$ cat config.mk
export PLATFORM = sky130hd
export DESIGN_NAME = polara_mem_noc_arb
export DESIGN_NICKNAME = d
export VERILOG_FILES = /design/src/rtl/polara_mc_pkg.sv /design/src/rtl/polara_rr_pick2.sv /design/src/rtl/polara_mem_noc_arb.sv
export SDC_FILE = /design/constraint.sdc
export NUM_CORES = 1
export LEC_CHECK = 0
export ABC_AREA = 1
export BUFFER_PORTS_ARGS = -buffer_cell sky130_fd_sc_hd__buf_2
export CAP_MARGIN = 5
export CORE_AREA = 2 2 77 79
export CTS_CLUSTER_SIZE = 24
export DETAILED_ROUTE_END_ITERATION = 8
export DIE_AREA = 0 0 79 81
export PLACE_DENSITY_LB_ADDON = 0.05
export SETUP_SLACK_MARGIN = 0.2
export SLEW_MARGIN = 0
export SYNTH_ARGS = -nofsm -noshare
export SYNTH_HDL_FRONTEND = slang
export SYNTH_HIERARCHICAL = 1
export SYNTH_SLANG_ARGS = --single-unit
$ cat constraint.sdc
create_clock -name clk -period 2.3 [get_ports clk]
set_input_delay 0.115 -clock clk [delete_from_list [all_inputs] [get_ports clk]]
set_output_delay 0.115 -clock clk [all_outputs]
set_load 0.02 [all_outputs]
$ cat src/rtl/polara_mc_pkg.sv
// polara_mc_pkg: shared types and defaults for the Polara memory-side NoC arbiter.
// Holds the arbiter state enum, header length-field defaults and counter widths.
package polara_mc_pkg;
   typedef enum logic [1:0] {IDLE, HOLD, BODY} arb_state_e;
   localparam int LEN_MSB_DEF = 29;
   localparam int LEN_LSB_DEF = 22;
   localparam int REM_W       = 8;
   localparam int STATS_W     = 16;
endpackage

$ cat src/rtl/polara_rr_pick2.sv
// polara_rr_pick2: two-input round-robin select; preferred port wins when valid.
module polara_rr_pick2 (
   input  logic [1:0] vals,
   input  logic       rr_ptr,
   output logic       winner,
   output logic       any
);
   assign any    = |vals;
   assign winner = vals[rr_ptr] ? rr_ptr : ~rr_ptr;
endmodule

$ cat src/rtl/polara_mem_noc_arb.sv
// polara_mem_noc_arb: whole-packet round-robin arbiter of two NoC requesters onto the memory controller channel.
// Defining POLARA_MEM_ARB_STATS_EN adds saturating per-requester packet counters pkt_cnt0/pkt_cnt1.
`ifndef NOC_DATA_WIDTH
`define NOC_DATA_WIDTH 64
`endif
module polara_mem_noc_arb
   import polara_mc_pkg::*;
#(
   parameter int DW      = `NOC_DATA_WIDTH,
   parameter int LEN_MSB = LEN_MSB_DEF,
   parameter int LEN_LSB = LEN_LSB_DEF
) (
   input  logic          clk,
   input  logic          rst_n,
   input  logic [DW-1:0] req0_flit_data,
   input  logic          req0_flit_val,
   output logic          req0_flit_rdy,
   input  logic [DW-1:0] req1_flit_data,
   input  logic          req1_flit_val,
   output logic          req1_flit_rdy,
   output logic [DW-1:0] mem_flit_in_data,
   output logic          mem_flit_in_val,
   input  logic          mem_flit_in_rdy,
   output logic          arb_busy,
   output logic          arb_grant
`ifdef POLARA_MEM_ARB_STATS_EN
   ,
   output logic [STATS_W-1:0] pkt_cnt0,
   output logic [STATS_W-1:0] pkt_cnt1
`endif
);
   arb_state_e state_q, state_d;
   logic grant_q, grant_d, rr_q, rr_d;
   logic [REM_W-1:0] rem_q, rem_d;
   logic win, any, cur, sel_val, hs, done, open;
   logic [DW-1:0] sel_data;
   logic [LEN_MSB-LEN_LSB:0] len;

   polara_rr_pick2 u_pick (
      .vals   ({req1_flit_val, req0_flit_val}),
      .rr_ptr (rr_q),
      .winner (win),
      .any    (any)
   );

   // Outside IDLE the latched grant owns the channel so packets never interleave.
   assign cur      = (state_q == IDLE) ? win : grant_q;
   assign sel_val  = cur ? req1_flit_val : req0_flit_val;
   assign sel_data = cur ? req1_flit_data : req0_flit_data;
   assign len      = sel_data[LEN_MSB:LEN_LSB];
   assign open     = rst_n & mem_flit_in_rdy & ((state_q != IDLE) | any);

   assign mem_flit_in_val  = rst_n & sel_val;
   assign mem_flit_in_data = sel_data;
   assign req0_flit_rdy    = open & ~cur;
   assign req1_flit_rdy    = open & cur;
   assign arb_busy         = state_q != IDLE;
   assign arb_grant        = grant_q;
   assign hs               = mem_flit_in_val & mem_flit_in_rdy;

   always_comb begin
      state_d = state_q;
      grant_d = grant_q;
      rr_d    = rr_q;
      rem_d   = rem_q;
      done    = 1'b0;
      case (state_q)
         IDLE, HOLD: begin
            if (hs) begin
               grant_d = cur;
               if (len == '0) begin
                  state_d = IDLE;
                  rr_d    = ~cur;
                  done    = 1'b1;
               end else begin
                  state_d = BODY;
                  rem_d   = REM_W'(len);
               end
            end else if (mem_flit_in_val) begin
               state_d = HOLD;
               grant_d = cur;
            end
         end
         BODY: begin
            if (hs) begin
               rem_d = rem_q - 1'b1;
               if (rem_q == REM_W'(1)) begin
                  state_d = IDLE;
                  rr_d    = ~grant_q;
                  done    = 1'b1;
               end
            end
         end
         default: state_d = IDLE;
      endcase
   end

   always_ff @(posedge clk or negedge rst_n) begin
      if (!rst_n) begin
         state_q <= IDLE;
         grant_q <= 1'b0;
         rr_q    <= 1'b0;
         rem_q   <= '0;
      end else begin
         state_q <= state_d;
         grant_q <= grant_d;
         rr_q    <= rr_d;
         rem_q   <= rem_d;
      end
   end

`ifdef POLARA_MEM_ARB_STATS_EN
   logic [STATS_W-1:0] cnt0_q, cnt0_d, cnt1_q, cnt1_d;

   always_comb begin
      cnt0_d = (done & ~cur & ~&cnt0_q) ? cnt0_q + 1'b1 : cnt0_q;
      cnt1_d = (done &  cur & ~&cnt1_q) ? cnt1_q + 1'b1 : cnt1_q;
   end

   always_ff @(posedge clk or negedge rst_n) begin
      if (!rst_n) begin
         cnt0_q <= '0;
         cnt1_q <= '0;
      end else begin
         cnt0_q <= cnt0_d;
         cnt1_q <= cnt1_d;
      end
   end

   assign pkt_cnt0 = cnt0_q;
   assign pkt_cnt1 = cnt1_q;
`else
   logic unused_done;
   assign unused_done = done;
`endif
endmodule

==> results.json <==
{
  "tritoncts": "yes",
  "hp-start": "mem_flit_in_rdy",
  "finalWorstPathRequiredPeriod_ns": 1.90,
  "num_vias": 2733,
  "clk_pin_slew_worst_paths_ns": 0.06,
  "die_y_um": 81,
  "synth_area_um2": 1750,
  "final.setup.worst_slack_ns": 0.399,
  "report.final.hold_viol_count": 0,
  "fill_cells": 629,
  "worst-endpoint-required_ns": 2.18,
  "global_route.usage.total_pct": 19.4,
  "power.internal_mw": 1.69,
  "register_area_um2": 300,
  "initial_utilization_pct": 30.9,
  "synth_most_common_cell": "sky130_fd_sc_hd__nand2_1",
  "worst_r2r_endpoint": "rem_q[3]",
  "io_pins": 202,
  "totalNegativeSetupSlack_ns": 0,
  "share_seq_of_total_power_pct": 9.1,
  "place_congestion": 0.848,
  "cts-buffers-inserted": 3,
  "vdd_drop_max_mv": 0.697,
  "critical_path.reg2reg.startpoint": "state_q[0]",
  "hold_path_class": "in -> reg",
  "drc": 0,
  "cts_htree_levels": 1,
  "cp_slowest_stage_delay_ns": 0.41,
  "synth_async_sr_flop_share_pct": 100,
  "totalPowerFinal_mw": 4.50,
  "status": "finished clean",
  "rsz0062_at_grt": "no",
  "synth.top_cells.by_count": "sky130_fd_sc_hd__nand2_1, sky130_fd_sc_hd__inv_1, sky130_fd_sc_hd__nand3_1, sky130_fd_sc_hd__nor2_1",
  "worstPathMaxFanout": 40,
  "skew_ns": 0.00297,
  "post-dp-hpwl_um": 5810,
  "wl_um": 6860,
  "layout-drive-gt1-share_pct": 40.2,
  "ff2ff_setup_slack_ns": 0.45,
  "ys_top_cells_by_area": "sky130_fd_sc_hd__nand2_1, sky130_fd_sc_hd__dfrtp_1, sky130_fd_sc_hd__inv_1, sky130_fd_sc_hd__nand3_1, sky130_fd_sc_hd__nor2_1",
  "placeableCoreArea_um2": 5680,
  "synth_fp_nets": 495,
  "dr.first_iter.drc_count": 97,
  "worst_setup_path_start_kind": "register",
  "clockPowerShare_pct": 5.1,
  "synthCells": 360,
  "critical_path.startpoint": "state_q[0]",
  "timing.fmax_mhz": 526,
  "yosysTopAreaCellShare_pct": 46.9,
  "layout.nets": 693,
  "min_delay_worst_endpoint": "state_q[1]",
  "post_cts.repair.setup_buffers": 0,
  "via_count_of_the_first_global_routing_pass": 2306,
  "synthesis.area_per_instance_um2": 4.87,
  "drt_pre_antenna_iters": 4,
  "netSwitchingFraction_pct": 62.4,
  "critPathCaptureType": "primary output",
  "multi_input_area_um2": 1280,
  "setup_violators_final": 0,
  "power.static_leakage_nw": 2.02,
  "worst-setup-path-type": "reg -> out",
  "pre_cts_slack_ns": 0.310,
  "global_route_wire_length_before_repair_um": 10100,
  "max-cap-violations": 0,
  "port-buffer-count": 201,
  "clock_path_buffers": 2,
  "yosys_warning_count": 6,
  "antenna-diode-count": 0,
  "combPwrFrac_pct": 85.9,
  "synth_sequential_area_ratio_pct": 17.1,
  "r2r.worst_path.cells": 13,
  "root_buffer": "sky130_fd_sc_hd__clkbuf_8",
  "vias_per_cell": 4.32,
  "pwr_density_cell_nw_per_um2": 1530,
  "timing_max_transition_violations_final": 0,
  "cts_sinks": 12,
  "final_min_period_over_clock_period_pct": 82.7,
  "chain_of_cells_forming_the_critical_path": "nor2_2 -> nand2_2 -> nand2_8 -> buf_8 -> nand2_1 -> nand2_1 -> buf_2",
  "timing.hold.worst_path_depth": 3,
  "grt-ovfl-total": 0,
  "drtAntennaViolNets": 0,
  "synth_cell_type_count": 22,
  "floorplan.rows": 28,
  "tightestPinTransition_ns": 0.421,
  "path_common_cell": "sky130_fd_sc_hd__nand2_1",
  "register_bit_count_reported_by_yosys": 12,
  "clock_latency_ns": 0.24,
  "ys.flop_type": "sky130_fd_sc_hd__dfrtp_1",
  "net-switching-power_mw": 2.81,
  "syn_to_final_growth_pct": 67.5,
  "slew-limit-headroom_pct": 71.9,
  "arrival_ns": 1.79,
  "synth_largest_area_cell": "sky130_fd_sc_hd__nand2_1",
  "grt_max_degree": 50,
  "grt_antenna_before_repair": 0,
  "slowest_stage": "sky130_fd_sc_hd__dfrtp_1",
  "design.die.area_um2": 6400,
  "drt-wirelength-per-cell_um": 10.9,
  "layout.core_utilization_pct": 51.7,
  "synth_edf_count": 0,
  "floorplan.die.width_um": 79
}
-- worst max-delay path, delay by kind of cell, from the launching register on --
kind	cells	cell delay, ns
and+or+nand+nor	5	0.70
DFF	1	0.41
buffers and inverters	2	0.42
-- timing repair --
item                                    CTS  global route
resized for setup                         2             5
endpoints found under the hold margin    12             0
endpoints found under the setup margin   40            66
hold buffers                              1             0
pin swaps                                 0             1
gates cloned                              0             0
-- cells by family (layout without fill, tap and decap cells) --
group,count (synthesis),in the layout,synth area share (%)
compound gates,22,22,6.85
fa+ha+maj,2,2,1.43
buf+inv,51,248,11.1
flops,12,12,17.1
simple gates,273,273,63.5
-- through the flow --
stage          cell area [um2]  std cells  hold WS (ns)
2_1_floorplan             1750        360        -0.181
3_3_place_gp              2840        627         0.120
3_5_place_dp              2840        627         0.118
4_1_cts                   2920        632         0.272
5_1_grt                   2940        632         0.297
6_report                  2940        632         0.264
-- state kept, by name, summed over array words and instances (netlist names) --
register and count:
rem_q 8, state_q 2, arb_grant 1, rr_q 1
-- layout by cell type, fill, tap and decap left out, types with 2 or more instances in the layout --
master and instances:
sky130_fd_sc_hd__o21ai_1 2, sky130_fd_sc_hd__inv_2 3, sky130_fd_sc_hd__nor2_2 2, sky130_fd_sc_hd__inv_1 35, sky130_fd_sc_hd__nand2_1 218, sky130_fd_sc_hd__buf_4 2
sky130_fd_sc_hd__o21ai_0 11, sky130_fd_sc_hd__buf_2 201, sky130_fd_sc_hd__clkbuf_8 4, sky130_fd_sc_hd__ha_1 2, sky130_fd_sc_hd__dfrtp_1 12, sky130_fd_sc_hd__nor2_1 19
sky130_fd_sc_hd__a21oi_1 4, sky130_fd_sc_hd__nand3_1 20, sky130_fd_sc_hd__nand2_2 4, sky130_fd_sc_hd__nand3b_1 3, sky130_fd_sc_hd__nand2_4 5, sky130_fd_sc_hd__a31oi_1 2
-- routing by layer --
layer | GRT usage (%) | share of wire [%] | wire length [um] | vias up
met3 | 3.78 | 7.0 | 479 | 8
met4 | 4.31 | 0.92 | 63 | 0
li1 | - | - | - | 1480
met5 | 0 | 0 | 0 | -
met2 | 35.9 | 52 | 3560 | 104
met1 | 23.2 | 40 | 2760 | 1141
-- how the worst max path moves through the flow --
stage / end / slack [ns] / cells after the start
final: mem_flit_in_data[5] / 0.40 / 7
after CTS: mem_flit_in_data[5] / 0.23 / 7
after detailed placement: rem_q[4] / 0.31 / 13
after floorplan: rem_q[6] / 0.51 / 10
after global routing: rem_q[7] / 0.20 / 13
after global placement: rem_q[0] / 0.38 / 13
-- layout make-up --
type | instances | area share (%)
timing repair buffer | 206 | 36.3
multi-input combinational | 297 | 43.5
inverter | 38 | 4.86
tap | 75 | 3.20
sequential | 12 | 10.2
clock buffer | 4 | 1.88
-- power by group through the flow --
stage / clock, mW / sequential, mW / combinational (mW)
5_1_grt: 0.245 / 0.423 / 4.28
6_report: 0.229 / 0.407 / 3.86
2_1_floorplan: 0 / 0.393 / 2.64
3_5_place_dp: 0 / 0.407 / 3.82
4_1_cts: 0.232 / 0.404 / 3.86
3_3_place_gp: 0 / 0.403 / 3.84
Power figures use the tool's default switching activity.
